### config.mk
export PLATFORM = sky130hd
export DESIGN_NAME = cplx_delay_line
export DESIGN_NICKNAME = d
export VERILOG_FILES = /design/src/rtl/cplx_delay_line.sv
export SDC_FILE = /design/constraint.sdc
export NUM_CORES = 1
export LEC_CHECK = 0
export CORE_ASPECT_RATIO = 1.2
export CORE_MARGIN = 5
export CORE_UTILIZATION = 29
export CTS_CLUSTER_SIZE = 25
export DETAILED_ROUTE_END_ITERATION = 12
export PLACE_DENSITY = 0.55
export SYNTH_ARGS = -nofsm -noshare
export SYNTH_HDL_FRONTEND = slang
export SYNTH_SLANG_ARGS = --single-unit
### constraint.sdc
create_clock -name clk -period 6.4 [get_ports clk]
set_input_delay 1.6 -clock clk [delete_from_list [all_inputs] [get_ports clk]]
set_output_delay 1.6 -clock clk [all_outputs]
set_load 0.02 [all_outputs]
### src/rtl/cplx_delay_line.sv
// Complex-sample delay line: DEPTH enabled shifts from input to tap 0, valid bit carried per stage.
// Optional fill counter port is exposed when CDL_FILL_EN is defined.
module cplx_delay_line #(
  parameter int DATA_W = 16,
  parameter int DEPTH  = 4
) (
  input  logic              clk,
  input  logic              rst,
  input  logic              en,
  input  logic              flush,
  input  logic              in_valid,
  input  logic [DATA_W-1:0] in_r,
  input  logic [DATA_W-1:0] in_i,
  output logic [DATA_W-1:0] out_r,
  output logic [DATA_W-1:0] out_i,
  output logic              out_valid,
  output logic              primed
`ifdef CDL_FILL_EN
  ,
  output logic [$clog2(DEPTH+1)-1:0] fill_cnt
`endif
);

  localparam int CNT_W = $clog2(DEPTH + 1);
  localparam logic [CNT_W-1:0]  CNT_ZERO = {CNT_W{1'b0}};
  localparam logic [CNT_W-1:0]  CNT_ONE  = CNT_W'(1'b1);
  localparam logic [CNT_W-1:0]  CNT_FULL = CNT_W'(DEPTH);
  localparam logic [DATA_W-1:0] DATA_ZERO = {DATA_W{1'b0}};

  logic [DATA_W-1:0] re_r [DEPTH];
  logic [DATA_W-1:0] im_r [DEPTH];
  logic              vld_r [DEPTH];
  logic [CNT_W-1:0]  cnt_r;
  logic [CNT_W-1:0]  cnt_nxt_s;
  logic              primed_r;

  // Next fill count: cleared by flush, saturating increment on enabled shifts.
  always_comb begin
    cnt_nxt_s = cnt_r;
    if (flush) begin
      cnt_nxt_s = CNT_ZERO;
    end else if (en && (cnt_r != CNT_FULL)) begin
      cnt_nxt_s = cnt_r + CNT_ONE;
    end else begin
      cnt_nxt_s = cnt_r;
    end
  end

  // Stage storage and fill tracking; primed is registered from the next count so it tracks cnt_r exactly.
  always_ff @(posedge clk or posedge rst) begin
    if (rst) begin
      for (int k = 0; k < DEPTH; k++) begin
        re_r[k]  <= DATA_ZERO;
        im_r[k]  <= DATA_ZERO;
        vld_r[k] <= 1'b0;
      end
      cnt_r    <= CNT_ZERO;
      primed_r <= 1'b0;
    end else begin
      cnt_r    <= cnt_nxt_s;
      primed_r <= (cnt_nxt_s == CNT_FULL);
      if (flush) begin
        for (int k = 0; k < DEPTH; k++) begin
          re_r[k]  <= DATA_ZERO;
          im_r[k]  <= DATA_ZERO;
          vld_r[k] <= 1'b0;
        end
      end else if (en) begin
        for (int k = 0; k < DEPTH - 1; k++) begin
          re_r[k]  <= re_r[k+1];
          im_r[k]  <= im_r[k+1];
          vld_r[k] <= vld_r[k+1];
        end
        re_r[DEPTH-1]  <= in_r;
        im_r[DEPTH-1]  <= in_i;
        vld_r[DEPTH-1] <= in_valid;
      end
    end
  end

  assign out_r     = re_r[0];
  assign out_i     = im_r[0];
  assign out_valid = vld_r[0];
  assign primed    = primed_r;
`ifdef CDL_FILL_EN
  assign fill_cnt  = cnt_r;
`endif

endmodule

# == After elaboration in Yosys (flattened, before gate mapping) ==
# Index checks and enable logic that the tools add are counted.
# op_classes
n_addsub,1
n_eq_ne,2
muxes,8
reduce_logical,2
# ops
op,count
two-way mux 64 bit,4
two-way mux 4 bit,2
two-way mux 3 bit,2
"adder 3 x 1 -> 3 bit, second input constant",1
"== test 3 bit, second input constant",1
"inequality test 3 bit, second input constant",1
nonzero test 2 bit,1
logical AND 1 bit,1
# word_totals
reg_bits,136
in_bits,37
output_inout_bits,34
word_cells,27

# == Logic depth before layout (Yosys ltp) ==
# Gate-level depths: netlist of run 1.
# logic_depth
ltp_word,5
mapped_depth,5
depth_no_buf,5

# == Least setup slack after synthesis of run 1 ==
# No wires, ideal clock.
# synth_path
path_type,input to register
start,input en
end,register im_r[41] in the netlist's numbering
setup_time_ns,0.132
t_arrival_ns,2.263
required_time_ns,6.268
slack_ns,4.005
stages,5
path_buffers,3
path_cell_list,buf_4 buf_6 buf_6 mux2i_1 nor2_1
# synth_between
elab_chain_len,1
# synth_rtl
item,line,text
"start, declared",9,"input logic en,"
nonzero test 2 bit (no source line),n/a,
"end signal, assigned by index",71,im_r[k] <= im_r[k+1];
"end signal, assigned by index",75,im_r[DEPTH-1] <= in_i;
"end, declared",31,logic [DATA_W-1:0] im_r [DEPTH];
# No other way between the ends.
# A chain may end at the register's enable or synchronous reset.

# == Worst setup path in the final report of run 1 ==
# layout_path
start,register re_r (netlist bit out_r[3])
end,output out_r[3]
# layout_rtl
item,line,text
"start, declared",30,logic [DATA_W-1:0] re_r [DEPTH];
"start signal, assigned by index",70,re_r[k] <= re_r[k+1];
"start signal, assigned by index",74,re_r[DEPTH-1] <= in_r;
"end, declared",14,"output logic [DATA_W-1:0] out_r,"
# No word-level cell between the ends.

==> results of run 1 <==
==> per-stage QoR <==
step / cells / power, mW
2_1_floorplan: 478 / 1.015
3_3_place_gp: 751 / 1.051
3_5_place_dp: 751 / 1.055
4_1_cts: 782 / 2.029
5_1_grt: 782 / 2.085
6_report: 782 / 1.992
==> synthesized netlist by cell type, drive strengths merged <==
master / count / area, um2
nor3b: 1 / 7.510
nor2: 134 / 503.0
clkbuf: 7 / 26.28
nor3: 2 / 15.01
xnor2: 1 / 8.760
buf: 55 / 420.4
o21a: 1 / 7.510
and4b: 1 / 10.01
a21boi: 1 / 18.77
mux2i: 133 / 1331
a21oi: 1 / 5.000
dfrtp: 136 / 3403
inv: 3 / 11.26
ha: 2 / 25.02
==> final timing paths <==
| path | from | endpoint | cells after the start |
|---|---|---|---|
| min in group asynchronous | rst | out_i[4] | 2 |
| hold reg to reg | out_r[1] | out_r[1] | 2 |
| hold / removal | out_r[1] | out_r[1] | 2 |
| setup / recovery | out_r[3] | out_r[3] | 1 |
| max in group asynchronous | rst | re_r[42] | 3 |
| setup reg to reg | cnt_r[0] | primed | 5 |
==> logic make-up after synthesis <==
kind of cell | after synthesis
fa+ha+maj | 2
buf+inv | 65
xor+xnor | 1
compound gates | 3
mux | 133
simple gates | 138
flops | 136
==> report_power, final <==
part	internal [mW]	switching, mW
combinational	0.0615	0.0751
clock	0.585	0.371
sequential	0.885	0.0144
total	1.53	0.461
==> state kept, by name (all words and copies together), names as in the netlist <==
signal / count
out_valid: 1
out_r: 16
primed: 1
cnt_r: 3
vld_r: 3
im_r: 48
re_r: 48
out_i: 16
==> layer usage <==
metal  up-vias  wire [um]
met5         -          0
li1       1603          -
met4         0        112
met1      1613       5179
met2        64       4748
met3         8        582
==> cell type report <==
class / count / area, um2
fill: 1914 / 12630
multi-input combinational: 277 / 1932
sequential: 136 / 3403
timing repair buffer: 74 / 729.5
inverter: 3 / 16.27
clock buffer: 18 / 439.2
clock inverter: 13 / 146.4
tap: 261 / 326.6
==> key figures, run 1 <==
Status
  – Status: completed

Drt
  – Drt pass-1 iters: 4
  – Drc violations: 0
  – WL/cell: 13.58 um
  – Drt via density: 4.205
  – Antenna Nets Post-Route: 0
  – WL final: 10620 um
  – DR iter-0 viols: 170
  – Vias post-DR: 3288

Worst setup path
  – Data arrival time of the worst path: 1.42 ns
  – Buffers & Inverters on Critical Path: 1
  – Crit. End Element: primary output
  – Startpoint Class: register
  – Cell Chain, Critical Path: clkdlybuf4s50_1
  – CP max-delay cell: clkdlybuf4s50_1
  – CP max FO: 2
  – Worst reg2reg setup slack: 4.97 ns
  – Crit-path leading delay family: buffers and inverters
  – Critical path type: reg -> out
  – Delay of the slowest critical-path stage: 0.62 ns
  – CP required: 4.80 ns

Timing
  – Max Fclk: 331.1 MHz
  – Slew Limit Fails: 0
  – Setup ws final: 3.380 ns
  – Clk_skew: 0.007392 ns
  – Max-slew headroom: 0.3573
  – Min Tclk post-route: 3.020 ns
  – TNS Setup: 0 ns
  – Final hold slack: 0.5181 ns
  – Final setup vio count: 0
  – Hold violation count in the final report: 0
  – Worst Tran Pin Value: 0.9641 ns
  – RSZ-0062 raised after global routing: false
  – Period utilization: 0.4719

Clock tree
  – CTS root buf: clkbuf_16
  – Worst-path clk slew: 0.06 ns
  – CTS buffer count: 17
  – Sinks on the clock net: 136
  – CTS tree: done
  – H-tree depth: 4
  – Worst-Skew Late Latency: 0.42 ns
  – Cts-stage hold buffer count: 0
  – Postcts setup bufs: 0
  – Clock Path Buffers: 2
  – Post-cts gate resize count: 0

Floorplanning
  – Initial Utilization: 0.2953
  – Die height: 164.8 um
  – # rows: 56
  – I/O Pins: 71
  – Die area: 22910 um2
  – Die width: 139.0 um
  – Core area: 19620 um2

Layout
  – Most common cell after layout, fill and taps aside: dfrtp_1
  – Final nets: 548
  – Ant. Diodes: 0
  – Finished Cell Area: 6993 um2
  – Most frequent cells in the layout: 136 x dfrtp_1, 134 x nor2_1, 133 x mux2i_1
  – Finished Core Util: 0.3564
  – Share of cells above drive strength 1: 0.07678
  – Area Growth Syn to Fin: 20.71%

GRT
  – Busiest metal layer after global routing: met2
  – Met1 usage: 0.1299
  – Number of global-route vias before repair: 3471
  – First-pass GRT wire length: 18070 um
  – Gr usage total: 0.09903
  – Met2 usage: 0.1447
  – Largest net degree at the start of global routing: 97
  – GR Util met3: 0.04199
  – GRT overflow: 0
  – Initial antenna violation count: 0

Placement
  – RePlAce Congestion: 0.6895
  – IO buf count: 70
  – Placed cell area: 6407 um2
  – Post-DP HPWL: 6638 um
  – Placement Setup Slack: 2.982 ns

Synthesis
  – Mapped Nets: 517
  – Adder-Cell Fraction of Synth Area: 0.004320
  – Post-Syn Area: 5793 um2
  – Flops & latches, synth: 136
  – Yosys cell types: 18
  – Synth Instances: 478
  – Syn. warnings: 0
  – Simple-gate share of the synthesized area: 0.09244
  – Register area share after synthesis: 0.5875
  – Compound-Gate Fraction of Synth Area: 0.005400
  – Post-Synth XOR/XNOR Area: 0.001512
  – Mean post-synth cell area: 12.12 um2
  – Multiplexer area fraction after synthesis: 0.2298
  – Largest family of logic cells by synthesized area: multiplexers

Power and ir drop
  – Pwr Density: 284.8 nW/um2
  – VDD IR max: 174.9 uV
  – Pleak: 3.456 nW

Worst hold path
  – Worst Hold Class: reg -> reg

Run
  – Maxcap violations: 0
Note: power is estimated with default switching activity, not from simulation.
==> inputs of run 2 (changes only) <==
==> constraint.sdc (replaced) <==
create_clock -name clk -period 2.94 [get_ports clk]
set_input_delay 0.735 -clock clk [delete_from_list [all_inputs] [get_ports clk]]
set_output_delay 0.735 -clock clk [all_outputs]
set_load 0.02 [all_outputs]
==> key figures, run 2 (synthesized netlist as in run 1, its figures left out) <==
Clock tree
  – Clock Path Buffers: 2 (unchanged)
  – Cts-stage hold buffer count: 0 (unchanged)
  – Worst-Skew Late Latency: 0.41 ns (about the same)
  – Postcts setup bufs: 0 (unchanged)
  – CTS tree: done
  – H-tree depth: 4 (unchanged)
  – CTS buffer count: 17 (unchanged)
  – Worst-path clk slew: 0.06 ns (about the same)
  – Sinks on the clock net: 136 (unchanged)
  – CTS root buf: clkbuf_16
  – Post-cts gate resize count: 0 (unchanged)

Placement
  – Placed cell area: 6479 um2 (+1.1%)
  – RePlAce Congestion: 0.6959 (+0.93%)
  – Placement Setup Slack: 0.9971 ns (-1.985 ns)
  – Placed cell count: 754 (+0.40%)
  – IO buf count: 70 (unchanged)
  – Post-DP HPWL: 6893 um (+3.8%)

Floorplanning
  – Initial Utilization: 0.2953 (unchanged)
  – Core area: 19620 um2 (unchanged)
  – I/O Pins: 71 (unchanged)
  – Die height: 164.8 um (unchanged)
  – # rows: 56 (unchanged)
  – Die area: 22910 um2 (unchanged)
  – Die width: 139.0 um (unchanged)

Timing
  – RSZ-0062 raised after global routing: false
  – TNS Setup: 0 ns (unchanged)
  – Final hold slack: 0.5193 ns (+0.001169 ns)
  – Max-slew headroom: 0.6140 (+0.2567)
  – Worst Tran Pin Value: 0.5790 ns (-0.3851 ns)
  – Clk_skew: 0.007110 ns (-0.0002822 ns)
  – Setup ws final: 0.7752 ns (-2.605 ns)
  – Max Fclk: 461.9 MHz
  – Hold violation count in the final report: 0 (unchanged)
  – Slew Limit Fails: 0 (unchanged)
  – Min Tclk post-route: 2.165 ns
  – Final setup vio count: 0 (unchanged)
  – Period utilization: 0.7363

Drt
  – Antenna Nets Post-Route: 0 (unchanged)
  – Drt via density: 4.211 (+0.16%)
  – WL/cell: 13.75 um (+1.2%)
  – WL final: 10800 um (+1.7%)
  – Drt pass-1 iters: 4 (unchanged)
  – DR iter-0 viols: 148 (-13%)
  – Drc violations: 0 (unchanged)
  – Vias post-DR: 3310 (+0.67%)

GRT
  – Number of global-route vias before repair: 3566 (+2.7%)
  – First-pass GRT wire length: 18240 um (+0.91%)
  – GRT overflow: 0 (unchanged)
  – Largest net degree at the start of global routing: 91 (-6.2%)
  – Gr usage total: 0.09965 (+0.0006203)
  – Initial antenna violation count: 0 (unchanged)

Worst setup path
  – Crit-path leading delay family: buffers and inverters
  – CP required: 2.20 ns (-2.60 ns)
  – Cell Chain, Critical Path: clkdlybuf4s50_1
  – WP depth: 1 (unchanged)
  – CP Capture Point: out_r[5]
  – Reg-to-reg endpoint: primed
  – Critical Path Source: out_r[5]
  – Critical R2R Launch: cnt_r[0]
  – Data arrival time of the worst path: 1.43 ns (about the same)
  – Startpoint Class: register
  – Critical path type: reg -> out
  – CP max-delay cell: clkdlybuf4s50_1
  – Delay of the slowest critical-path stage: 0.63 ns (about the same)
  – Worst reg2reg setup slack: 1.51 ns (-3.46 ns)
  – Reg2Reg Depth: 5 (unchanged)
  – Buffers & Inverters on Critical Path: 1 (unchanged)
  – Crit. End Element: primary output
  – CP max FO: 2 (unchanged)

Layout
  – Final nets: 551 (+0.55%)
  – Share of cells above drive strength 1: 0.08381 (+0.007034)
  – Fillers: 1950 (+1.9%)
  – Area Growth Syn to Fin: 22.01%
  – Most common cell after layout, fill and taps aside: dfrtp_1
  – Finished Cell Area: 7068 um2 (+1.1%)
  – Final Non-Filler Cells: 786 (+0.51%)
  – Ant. Diodes: 0 (unchanged)
  – Most frequent cells in the layout: 136 x dfrtp_1, 134 x nor2_1, 133 x mux2i_1
  – Largest registers: im_r (48), re_r (48)

Power and ir drop
  – Pwr Density: 620.3 nW/um2 (+120%)
  – Pleak: 3.498 nW (+1.2%)
  – VDD IR max: 343.5 uV (+96%)

Status
  – Status: completed

Worst hold path
  – Worst Hold Class: reg -> reg

Run
  – Maxcap violations: 0 (unchanged)
-- run 2: power by group --
group,switching (mW),total (mW),internal (mW),leakage (nW)
Sequential,0.0319,1.96,1.93,1.87
Clock,0.855,2.12,1.26,0.285
Combinational,0.165,0.307,0.142,1.35
-- run 2: area by class of cell --
type,count,area [um2],area share
Clock buffer,17,425.4,0.06019
Clock inverter,15,163.9,0.02319
Inverter,3,15.01,0.002124
Multi-Input combinational cell,277,1932,0.2733
Sequential cell,136,3403,0.4815
Tap cell,261,326.6,0.04620
Timing Repair Buffer,77,802.0,0.1135
-- run 2: how the worst min path moves through the flow --
stage / startpoint / end / slack (ns) / depth (start not counted)
CTS: re_r[13] / re_r[13] / 0.52 / 2
detailed placement: out_i[12] / out_i[12] / 0.51 / 2
global route: re_r[5] / re_r[5] / 0.55 / 2
finish: re_r[25] / re_r[41] / 0.52 / 2
floorplan: im_r[39] / im_r[39] / 0.49 / 2
global placement: im_r[17] / im_r[33] / 0.50 / 2
-- run 2: stage by stage --
stage,power (mW),util
after detailed placement,2.307,0.3302
final,4.384,0.3603
after global routing,4.573,0.3603
after floorplan,2.210,-
after global placement,2.296,0.3302
after CTS,4.456,0.3603
-- run 2: per-layer routing --
layer / GRT usage / up-vias / wire length, um
met3: 0.03562 / 17 / 597
met2: 0.1538 / 64 / 5015
li1: - / 1623 / -
met4: 0.04359 / 0 / 211
met5: 0 / - / 0
met1: 0.1267 / 1606 / 4980
